<file path="src/rtl/sdram_pkg.sv">
// Shared types and constants for the SDRAM command/pin engine.
//   op_e      : decoded command opcodes from the scheduler
//   CMD_*     : {ras_n, cas_n, we_n} pin encodings (cs_n is driven low separately)
//   cnt_w()   : width of a down-counter that is loaded with (cycles - 1)
package sdram_pkg;

    typedef enum logic [2:0] {
        OP_NOP  = 3'd0,
        OP_ACT  = 3'd1,
        OP_RD   = 3'd2,
        OP_WR   = 3'd3,
        OP_PRE  = 3'd4,
        OP_PREA = 3'd5,
        OP_REF  = 3'd6,
        OP_MRS  = 3'd7
    } op_e;

    localparam logic [2:0] CMD_NOP = 3'b111;
    localparam logic [2:0] CMD_ACT = 3'b011;
    localparam logic [2:0] CMD_RD  = 3'b101;
    localparam logic [2:0] CMD_WR  = 3'b100;
    localparam logic [2:0] CMD_PRE = 3'b010;
    localparam logic [2:0] CMD_REF = 3'b001;
    localparam logic [2:0] CMD_MRS = 3'b000;

    // A counter loaded with cycles-1 needs enough bits to hold that value.
    function automatic int unsigned cnt_w(input int unsigned cycles);
        return (cycles < 32'd2) ? 32'd1 : int'($clog2(cycles));
    endfunction

endpackage

</file>
<file path="src/rtl/sdram_bank_timer.sv">
// Per-bank open/idle state and JEDEC spacing counters.
//   act, wr, pre : one-cycle events for this bank (already qualified by handshake)
//   is_open      : bank has an open row
//   *_ok_c       : corresponding spacing counter has reached zero
// Counters are loaded with T-1 at the handshake so the dependent command can
// handshake exactly T cycles later, in the cycle the counter reads zero.
module sdram_bank_timer
    import sdram_pkg::*;
#(
    parameter int unsigned T_RCD = 3,
    parameter int unsigned T_RP  = 3,
    parameter int unsigned T_RAS = 7,
    parameter int unsigned T_RC  = 10,
    parameter int unsigned T_WR  = 2
) (
    input  logic clk,
    input  logic rst,
    input  logic act,
    input  logic wr,
    input  logic pre,
    output logic is_open,
    output logic rcd_ok_c,
    output logic ras_ok_c,
    output logic rc_ok_c,
    output logic rp_ok_c,
    output logic wr_ok_c
);

    localparam int unsigned RCD_W = cnt_w(T_RCD);
    localparam int unsigned RP_W  = cnt_w(T_RP);
    localparam int unsigned RAS_W = cnt_w(T_RAS);
    localparam int unsigned RC_W  = cnt_w(T_RC);
    localparam int unsigned WR_W  = cnt_w(T_WR);

    localparam logic [RCD_W-1:0] RCD_LD = RCD_W'((T_RCD > 0) ? T_RCD - 1 : 0);
    localparam logic [RP_W-1:0]  RP_LD  = RP_W'((T_RP > 0) ? T_RP - 1 : 0);
    localparam logic [RAS_W-1:0] RAS_LD = RAS_W'((T_RAS > 0) ? T_RAS - 1 : 0);
    localparam logic [RC_W-1:0]  RC_LD  = RC_W'((T_RC > 0) ? T_RC - 1 : 0);
    localparam logic [WR_W-1:0]  WR_LD  = WR_W'((T_WR > 0) ? T_WR - 1 : 0);

    logic [RCD_W-1:0] rcd_cnt;
    logic [RP_W-1:0]  rp_cnt;
    logic [RAS_W-1:0] ras_cnt;
    logic [RC_W-1:0]  rc_cnt;
    logic [WR_W-1:0]  wr_cnt;

    assign rcd_ok_c = (rcd_cnt == '0);
    assign rp_ok_c  = (rp_cnt == '0);
    assign ras_ok_c = (ras_cnt == '0);
    assign rc_ok_c  = (rc_cnt == '0);
    assign wr_ok_c  = (wr_cnt == '0);

    // Bank state and saturating down-counters
    always_ff @(posedge clk) begin
        if (rst) begin
            is_open <= 1'b0;
            rcd_cnt <= '0;
            rp_cnt  <= '0;
            ras_cnt <= '0;
            rc_cnt  <= '0;
            wr_cnt  <= '0;
        end else begin
            if (act) begin
                is_open <= 1'b1;
            end else if (pre) begin
                is_open <= 1'b0;
            end

            rcd_cnt <= act ? RCD_LD : (rcd_ok_c ? rcd_cnt : rcd_cnt - RCD_W'(1));
            ras_cnt <= act ? RAS_LD : (ras_ok_c ? ras_cnt : ras_cnt - RAS_W'(1));
            rc_cnt  <= act ? RC_LD  : (rc_ok_c  ? rc_cnt  : rc_cnt  - RC_W'(1));
            rp_cnt  <= pre ? RP_LD  : (rp_ok_c  ? rp_cnt  : rp_cnt  - RP_W'(1));
            wr_cnt  <= wr  ? WR_LD  : (wr_ok_c  ? wr_cnt  : wr_cnt  - WR_W'(1));
        end
    end

endmodule

</file>
<file path="src/rtl/sdram_cmd_phy.sv">
// SDRAM command/pin engine.
//   cmd_*      : valid/ready command port from the scheduler (cmd_ready is
//                combinational from bank state, counters and the offered op)
//   rd_valid/rd_data : read return, CAS_LAT+2 cycles after the RD handshake
//   err_illegal: one-cycle pulse when a state-illegal command is dropped
//   cke..dq_oe : registered SDRAM pins; dq_in is the pad read data
module sdram_cmd_phy
    import sdram_pkg::*;
#(
    parameter int unsigned DATA_W  = 32,
    parameter int unsigned ROW_W   = 13,
    parameter int unsigned COL_W   = 9,
    parameter int unsigned BANK_W  = 2,
    parameter int unsigned CAS_LAT = 3,
    parameter int unsigned T_RCD   = 3,
    parameter int unsigned T_RP    = 3,
    parameter int unsigned T_RAS   = 7,
    parameter int unsigned T_RC    = 10,
    parameter int unsigned T_WR    = 2,
    parameter int unsigned T_RFC   = 10,
    parameter int unsigned T_MRD   = 2
) (
    input  logic                  clk,
    input  logic                  rst,
    input  logic                  cmd_valid,
    output logic                  cmd_ready,
    input  op_e                   cmd_op,
    input  logic [BANK_W-1:0]     cmd_bank,
    input  logic [ROW_W-1:0]      cmd_addr,
    input  logic [DATA_W-1:0]     cmd_wdata,
    input  logic [DATA_W/8-1:0]   cmd_wmask,
    output logic                  rd_valid,
    output logic [DATA_W-1:0]     rd_data,
    output logic                  err_illegal,
    output logic                  cke,
    output logic                  cs_n,
    output logic                  ras_n,
    output logic                  cas_n,
    output logic                  we_n,
    output logic [BANK_W-1:0]     ba,
    output logic [ROW_W-1:0]      addr,
    output logic [DATA_W/8-1:0]   dqm,
    output logic [DATA_W-1:0]     dq_out,
    input  logic [DATA_W-1:0]     dq_in,
    output logic                  dq_oe
);

    localparam int unsigned NB     = 1 << BANK_W;
    localparam int unsigned GLB_T  = (T_RFC > T_MRD) ? T_RFC : T_MRD;
    localparam int unsigned GLB_W  = cnt_w(GLB_T);
    localparam logic [GLB_W-1:0] RFC_LD = GLB_W'((T_RFC > 0) ? T_RFC - 1 : 0);
    localparam logic [GLB_W-1:0] MRD_LD = GLB_W'((T_MRD > 0) ? T_MRD - 1 : 0);
    localparam logic [ROW_W-1:0] A10    = ROW_W'(32'd1 << 10);

    logic [GLB_W-1:0]  glb_cnt;
    logic [CAS_LAT:0]  rd_pipe;

    logic [NB-1:0] bank_sel_c;
    logic [NB-1:0] act_ev_c;
    logic [NB-1:0] wr_ev_c;
    logic [NB-1:0] pre_ev_c;
    logic [NB-1:0] is_open;
    logic [NB-1:0] rcd_ok_c;
    logic [NB-1:0] ras_ok_c;
    logic [NB-1:0] rc_ok_c;
    logic [NB-1:0] rp_ok_c;
    logic [NB-1:0] wr_ok_c;

    logic ok_c;
    logic illegal_c;
    logic glb_idle_c;
    logic rd_busy_c;
    logic fire_c;
    logic issue_c;
    logic drop_c;
    logic [ROW_W-1:0] col_c;

    assign glb_idle_c = (glb_cnt == '0);
    assign rd_busy_c  = |rd_pipe;
    assign col_c      = ROW_W'(cmd_addr[COL_W-1:0]);

    // One-hot decode of the addressed bank
    always_comb begin
        bank_sel_c = '0;
        bank_sel_c[cmd_bank] = 1'b1;
    end

    // Timing readiness (ok_c) versus state-illegal (illegal_c) for the offered op
    always_comb begin
        ok_c      = 1'b0;
        illegal_c = 1'b0;
        case (cmd_op)
            OP_NOP: ok_c = 1'b1;
            OP_ACT: begin
                if (is_open[cmd_bank]) illegal_c = 1'b1;
                else                   ok_c = rp_ok_c[cmd_bank] & rc_ok_c[cmd_bank];
            end
            OP_RD: begin
                if (!is_open[cmd_bank]) illegal_c = 1'b1;
                else                    ok_c = rcd_ok_c[cmd_bank];
            end
            OP_WR: begin
                if (!is_open[cmd_bank]) illegal_c = 1'b1;
                else                    ok_c = rcd_ok_c[cmd_bank] & ~rd_busy_c;
            end
            OP_PRE: begin
                if (!is_open[cmd_bank]) illegal_c = 1'b1;
                else                    ok_c = ras_ok_c[cmd_bank] & wr_ok_c[cmd_bank];
            end
            OP_PREA: ok_c = &(~is_open | (ras_ok_c & wr_ok_c));
            OP_REF, OP_MRS: begin
                if (|is_open) illegal_c = 1'b1;
                else          ok_c = &rp_ok_c;
            end
            default: ;
        endcase
    end

    // NOP is always accepted; everything else waits for the refresh/MRS window
    assign cmd_ready = (cmd_op == OP_NOP) | (glb_idle_c & (ok_c | illegal_c));
    assign fire_c    = cmd_valid & cmd_ready & (cmd_op != OP_NOP);
    assign issue_c   = fire_c & ~illegal_c;
    assign drop_c    = fire_c & illegal_c;

    assign act_ev_c = (issue_c && cmd_op == OP_ACT) ? bank_sel_c : '0;
    assign wr_ev_c  = (issue_c && cmd_op == OP_WR)  ? bank_sel_c : '0;
    // PREA only closes banks that are actually open
    assign pre_ev_c = (issue_c && cmd_op == OP_PRE)  ? bank_sel_c :
                      (issue_c && cmd_op == OP_PREA) ? is_open    : '0;

    for (genvar i = 0; i < int'(NB); i++) begin : g_bank
        sdram_bank_timer #(
            .T_RCD (T_RCD),
            .T_RP  (T_RP),
            .T_RAS (T_RAS),
            .T_RC  (T_RC),
            .T_WR  (T_WR)
        ) u_timer (
            .clk      (clk),
            .rst      (rst),
            .act      (act_ev_c[i]),
            .wr       (wr_ev_c[i]),
            .pre      (pre_ev_c[i]),
            .is_open  (is_open[i]),
            .rcd_ok_c (rcd_ok_c[i]),
            .ras_ok_c (ras_ok_c[i]),
            .rc_ok_c  (rc_ok_c[i]),
            .rp_ok_c  (rp_ok_c[i]),
            .wr_ok_c  (wr_ok_c[i])
        );
    end

    // Pin drive, global refresh/MRS counter and read-return pipeline
    always_ff @(posedge clk) begin
        if (rst) begin
            cke         <= 1'b0;
            cs_n        <= 1'b0;
            {ras_n, cas_n, we_n} <= CMD_NOP;
            ba          <= '0;
            addr        <= '0;
            dqm         <= '1;
            dq_out      <= '0;
            dq_oe       <= 1'b0;
            err_illegal <= 1'b0;
            rd_valid    <= 1'b0;
            rd_data     <= '0;
            rd_pipe     <= '0;
            glb_cnt     <= '0;
        end else begin
            cke         <= 1'b1;
            cs_n        <= 1'b0;
            {ras_n, cas_n, we_n} <= CMD_NOP;
            ba          <= '0;
            addr        <= '0;
            dqm         <= '1;
            dq_out      <= '0;
            dq_oe       <= 1'b0;
            err_illegal <= drop_c;

            // Bit k marks a read whose pin cycle was k cycles ago; the top bit
            // lines up with the data arriving on dq_in.
            rd_pipe  <= {rd_pipe[CAS_LAT-1:0], issue_c && (cmd_op == OP_RD)};
            rd_valid <= rd_pipe[CAS_LAT];
            if (rd_pipe[CAS_LAT]) begin
                rd_data <= dq_in;
            end

            if (issue_c && cmd_op == OP_REF) begin
                glb_cnt <= RFC_LD;
            end else if (issue_c && cmd_op == OP_MRS) begin
                glb_cnt <= MRD_LD;
            end else if (!glb_idle_c) begin
                glb_cnt <= glb_cnt - GLB_W'(1);
            end

            if (issue_c) begin
                case (cmd_op)
                    OP_ACT: begin
                        {ras_n, cas_n, we_n} <= CMD_ACT;
                        ba   <= cmd_bank;
                        addr <= cmd_addr;
                    end
                    OP_RD: begin
                        {ras_n, cas_n, we_n} <= CMD_RD;
                        ba   <= cmd_bank;
                        addr <= col_c;
                        dqm  <= '0;
                    end
                    OP_WR: begin
                        {ras_n, cas_n, we_n} <= CMD_WR;
                        ba     <= cmd_bank;
                        addr   <= col_c;
                        dqm    <= ~cmd_wmask;
                        dq_out <= cmd_wdata;
                        dq_oe  <= 1'b1;
                    end
                    OP_PRE: begin
                        {ras_n, cas_n, we_n} <= CMD_PRE;
                        ba <= cmd_bank;
                    end
                    OP_PREA: begin
                        {ras_n, cas_n, we_n} <= CMD_PRE;
                        addr <= A10;
                    end
                    OP_REF: {ras_n, cas_n, we_n} <= CMD_REF;
                    OP_MRS: begin
                        {ras_n, cas_n, we_n} <= CMD_MRS;
                        addr <= cmd_addr;
                    end
                    default: ;
                endcase
            end
        end
    end

endmodule

</file>
<file path="config.mk">
export PLATFORM = sky130hd
export DESIGN_NAME = sdram_cmd_phy
export DESIGN_NICKNAME = d
export VERILOG_FILES = /design/src/rtl/sdram_pkg.sv /design/src/rtl/sdram_bank_timer.sv /design/src/rtl/sdram_cmd_phy.sv
export SDC_FILE = /design/constraint.sdc
export NUM_CORES = 1
export LEC_CHECK = 0
export ABC_AREA = 1
export CAP_MARGIN = 20
export CORE_UTILIZATION = 47
export DETAILED_ROUTE_END_ITERATION = 12
export PLACE_DENSITY = 0.9
export SKIP_LAST_GASP = 1
export SLEW_MARGIN = 20
export SYNTH_ARGS = -nofsm -noshare
export SYNTH_HDL_FRONTEND = slang
export SYNTH_SLANG_ARGS = --single-unit
</file>
<file path="constraint.sdc">
create_clock -name clk -period 2.2 [get_ports clk]
set_input_delay 0.22 -clock clk [delete_from_list [all_inputs] [get_ports clk]]
set_output_delay 0.22 -clock clk [all_outputs]
set_load 0.02 [all_outputs]
</file>
==> run summary <==
PortBufs = 179
Initial antenna violation count = 1
Max-slew headroom = 51.4%
Final setup vio count = 109
Pleak = 4.11 nW
Worst-margin pin slew = 728 ps
Startpoint Class = flop
Fill cells = 739
Vias in the first global route = 5923
PnR worst setup slack = -382 ps
Min cycle time layout = 2580 ps
Starting Density = 49.1%
Placement Setup Slack = -334 ps
Vias = 6166
WL per Instance = 18.1 um
Max Cap Violations = 0
H-tree Lvls = 4
CP Capture Type = flop
Drc violations = 0
Synth warn = 0
Worst VDD drop = 0.472 mV
Pwr/cell area = 926 nW/um2
Vert. Die Dim = 115 um
Syn Nets = 834
Clock root buffer = clkbuf_16
Part of the cycle the worst path needs = 117%
Netlist Area Pre-Place = 5990 um2
Status = complete, but fails checks
Worst skew pair latency = 430 ps
Post-CTS Hold Fix Bufs = 0
Placeable Area = 12200 um2
DP Area = 8330 um2
Power Total = 8.64 mW
Detail Route Antenna Nets = 0
I/O Pins = 181
Critical path class = flop to flop
WP data required = 2510 ps
CTS clock-pin slew for the worst setup and hold paths = 60 ps
CTS buffer count = 17
Footprint of the multi-input gates = 2720 um2
Reg2Reg Setup Slack = -380 ps
Rows = 40
Fin area = 9340 um2
TritonCTS clock tree = built
Die X = 115 um
Seq/Total Area, Yosys = 50.1%
Dpl hpwl = 11100 um
Worst hold path class = input port to flop
Number of distinct library cells after synthesis = 34
Syn Inst Count = 728
GRT Total Usage = 28.8%
Clock sink total = 150
Drt pass-1 iters = 7
Fmax = 0.387 GHz
DIE AREA = 13200 um2
Maximum buffer depth of the clock tree = 2
Pin count of the biggest net entering global routing = 34
RSZ-0062 raised after global routing = yes
Area Growth Syn to Fin = 55.8%
Setup TNS = -21000 ps
Worst Path Arrival = 2890 ps
Failing checks = negative setup slack
Congestion Overflow GR = 0
Crit path max fanout = 5
Final net count = 1087
Clock skew = 11.7 ps
Seq cells post-synth = 150
Synthesized area per cell = 8.23 um2
Global-route wire length before repair = 28900 um
Wirelength, routed = 21000 um
DR iter-0 viols = 618
Storage cell area = 3010 um2
Share of layout cells above drive strength 1 = 21.4%
Via/cell ratio = 5.30
Final number of hold-violating endpoints = 0
Fin. max-slew vios = 0
GPL Wtd Cong = 0.906
[placed cells by master (no fill, tap or decap), drive strengths merged]
cell           Yosys  final
clkdlybuf4s50      0    178
nor2             174    174
dfxtp            150    150
nand2            105    105
inv               92     94
buf                6     76
o21ai             53     53
a21oi             40     40
nand3             23     23
nor3              21     21
clkbuf            14     20
ha                17     17
nor3b             11     11
clkinv             1      6
or2                5      5
xor2               5      5
and3               4      4
bufinv             0      3
nand4              3      3
clkinvlp           0      2
diode              0      1
a211oi             1      1
and2               1      1
xnor2              1      1
conb               1      1
[state kept, by name, indices dropped and copies added, names as in the netlist, 2 cells and up]
register / flops
rd_data: 32
g_bank.u_timer.rcd_cnt: 8
rd_pipe: 4
g_bank.u_timer.rc_cnt: 16
g_bank.u_timer.wr_cnt: 4
addr: 13
dqm: 4
g_bank.u_timer.is_open: 4
ba: 2
g_bank.u_timer.ras_cnt: 12
g_bank.u_timer.rp_cnt: 8
dq_out: 32
glb_cnt: 4
[final cells by class]
cell class / count / share of cell area (%)
inverters: 93 / 3.79
repair buffers: 254 / 26.1
diodes: 1 / 0.0268
well taps: 168 / 2.25
clock buffers: 20 / 4.78
flip-flops and latches: 150 / 32.3
multi-input cells: 465 / 29.1
clock inverters: 12 / 1.62
[cell families after synthesis]
| kind of cell | synth area share, % |
|---|---|
| xor gates and xnor gates | 0.877 |
| adders and majority gates | 3.55 |
| and+or+nand+nor | 29.3 |
| buffers and inverters | 8.14 |
| AOI/OAI and AO/OA | 7.95 |
| other | 0.0626 |
| DFF | 50.1 |
[routing by layer]
layer  GRT usage [%]  share of wire (%)  routed length, um
met5               0                  0                  0
met4            20.2                8.1               1710
met1            28.7                 34               7200
met2            50.2                 48              10000
met3            10.1                9.9               2090
[report_power, final]
part           internal [mW]  leakage, nW  total (mW)  switching, mW
clock                   1.81        0.291        2.98           1.17
sequential              2.97         1.22        3.16          0.187
combinational           1.11         2.61        2.50           1.39
[synth_stat cells, drive strengths merged]
| cell | instances | area (um2) |
|---|---|---|
| inv | 92 | 348 |
| a21oi | 40 | 200 |
| nand3 | 23 | 125 |
| conb | 1 | 3.75 |
| and3 | 4 | 25.0 |
| nand2 | 105 | 425 |
| ha | 17 | 213 |
| nand4 | 3 | 33.8 |
| nor3 | 21 | 105 |
| xor2 | 5 | 43.8 |
| clkbuf | 14 | 52.6 |
| and2 | 1 | 6.26 |
| a211oi | 1 | 7.51 |
| or2 | 5 | 31.3 |
| dfxtp | 150 | 3000 |
| buf | 6 | 83.8 |
| clkinv | 1 | 3.75 |
| nor2 | 174 | 923 |
| nor3b | 11 | 82.6 |
| o21ai | 53 | 269 |
| xnor2 | 1 | 8.76 |
[final timing paths]
check                               startpoint          to  cells past startpoint
setup / recovery  g_bank[1].u_timer.ras_cnt[1]     addr[1]                     17
hold reg to reg                     rd_pipe[1]  rd_pipe[2]                      2
setup reg to reg  g_bank[1].u_timer.ras_cnt[1]     addr[1]                     17
hold / removal                    cmd_wdata[3]   dq_out[3]                      3
[worst max-delay path: stages (launching register included)]
cell,delay (ps)
dfxtp_2,330
nor2_4,210
ha_4,190
inv_2,40
nor2_1,120
nor2_1,70
nor2_2,110
nand2_1,70
nand2_1,100
nand2_2,70
nand3_2,90
nand4_4,80
buf_6,160
nor2_8,130
inv_6,60
buf_6,130
buf_4,140
nor3b_4,330
[what timing repair did]
| action | CTS | global route |
|---|---|---|
| endpoints found under the setup margin | 104 | 106 |
| cloned | 2 | 0 |
| pin swaps | 6 | 23 |
| setup buffers | 6 | 8 |
| resized for setup | 36 | 45 |
[through the flow]
| stage | hold slack (ps) | utilization, % | cells |
|---|---|---|---|
| after CTS | 311 | 74.6 | 1154 |
| after global placement | 418 | 68.2 | 1114 |
| final | 353 | 76.5 | 1163 |
| after floorplan | 289 | - | 728 |
| after detailed placement | 419 | 68.2 | 1114 |
| after global routing | 363 | 76.4 | 1162 |
Power figures use the tool's default switching activity.
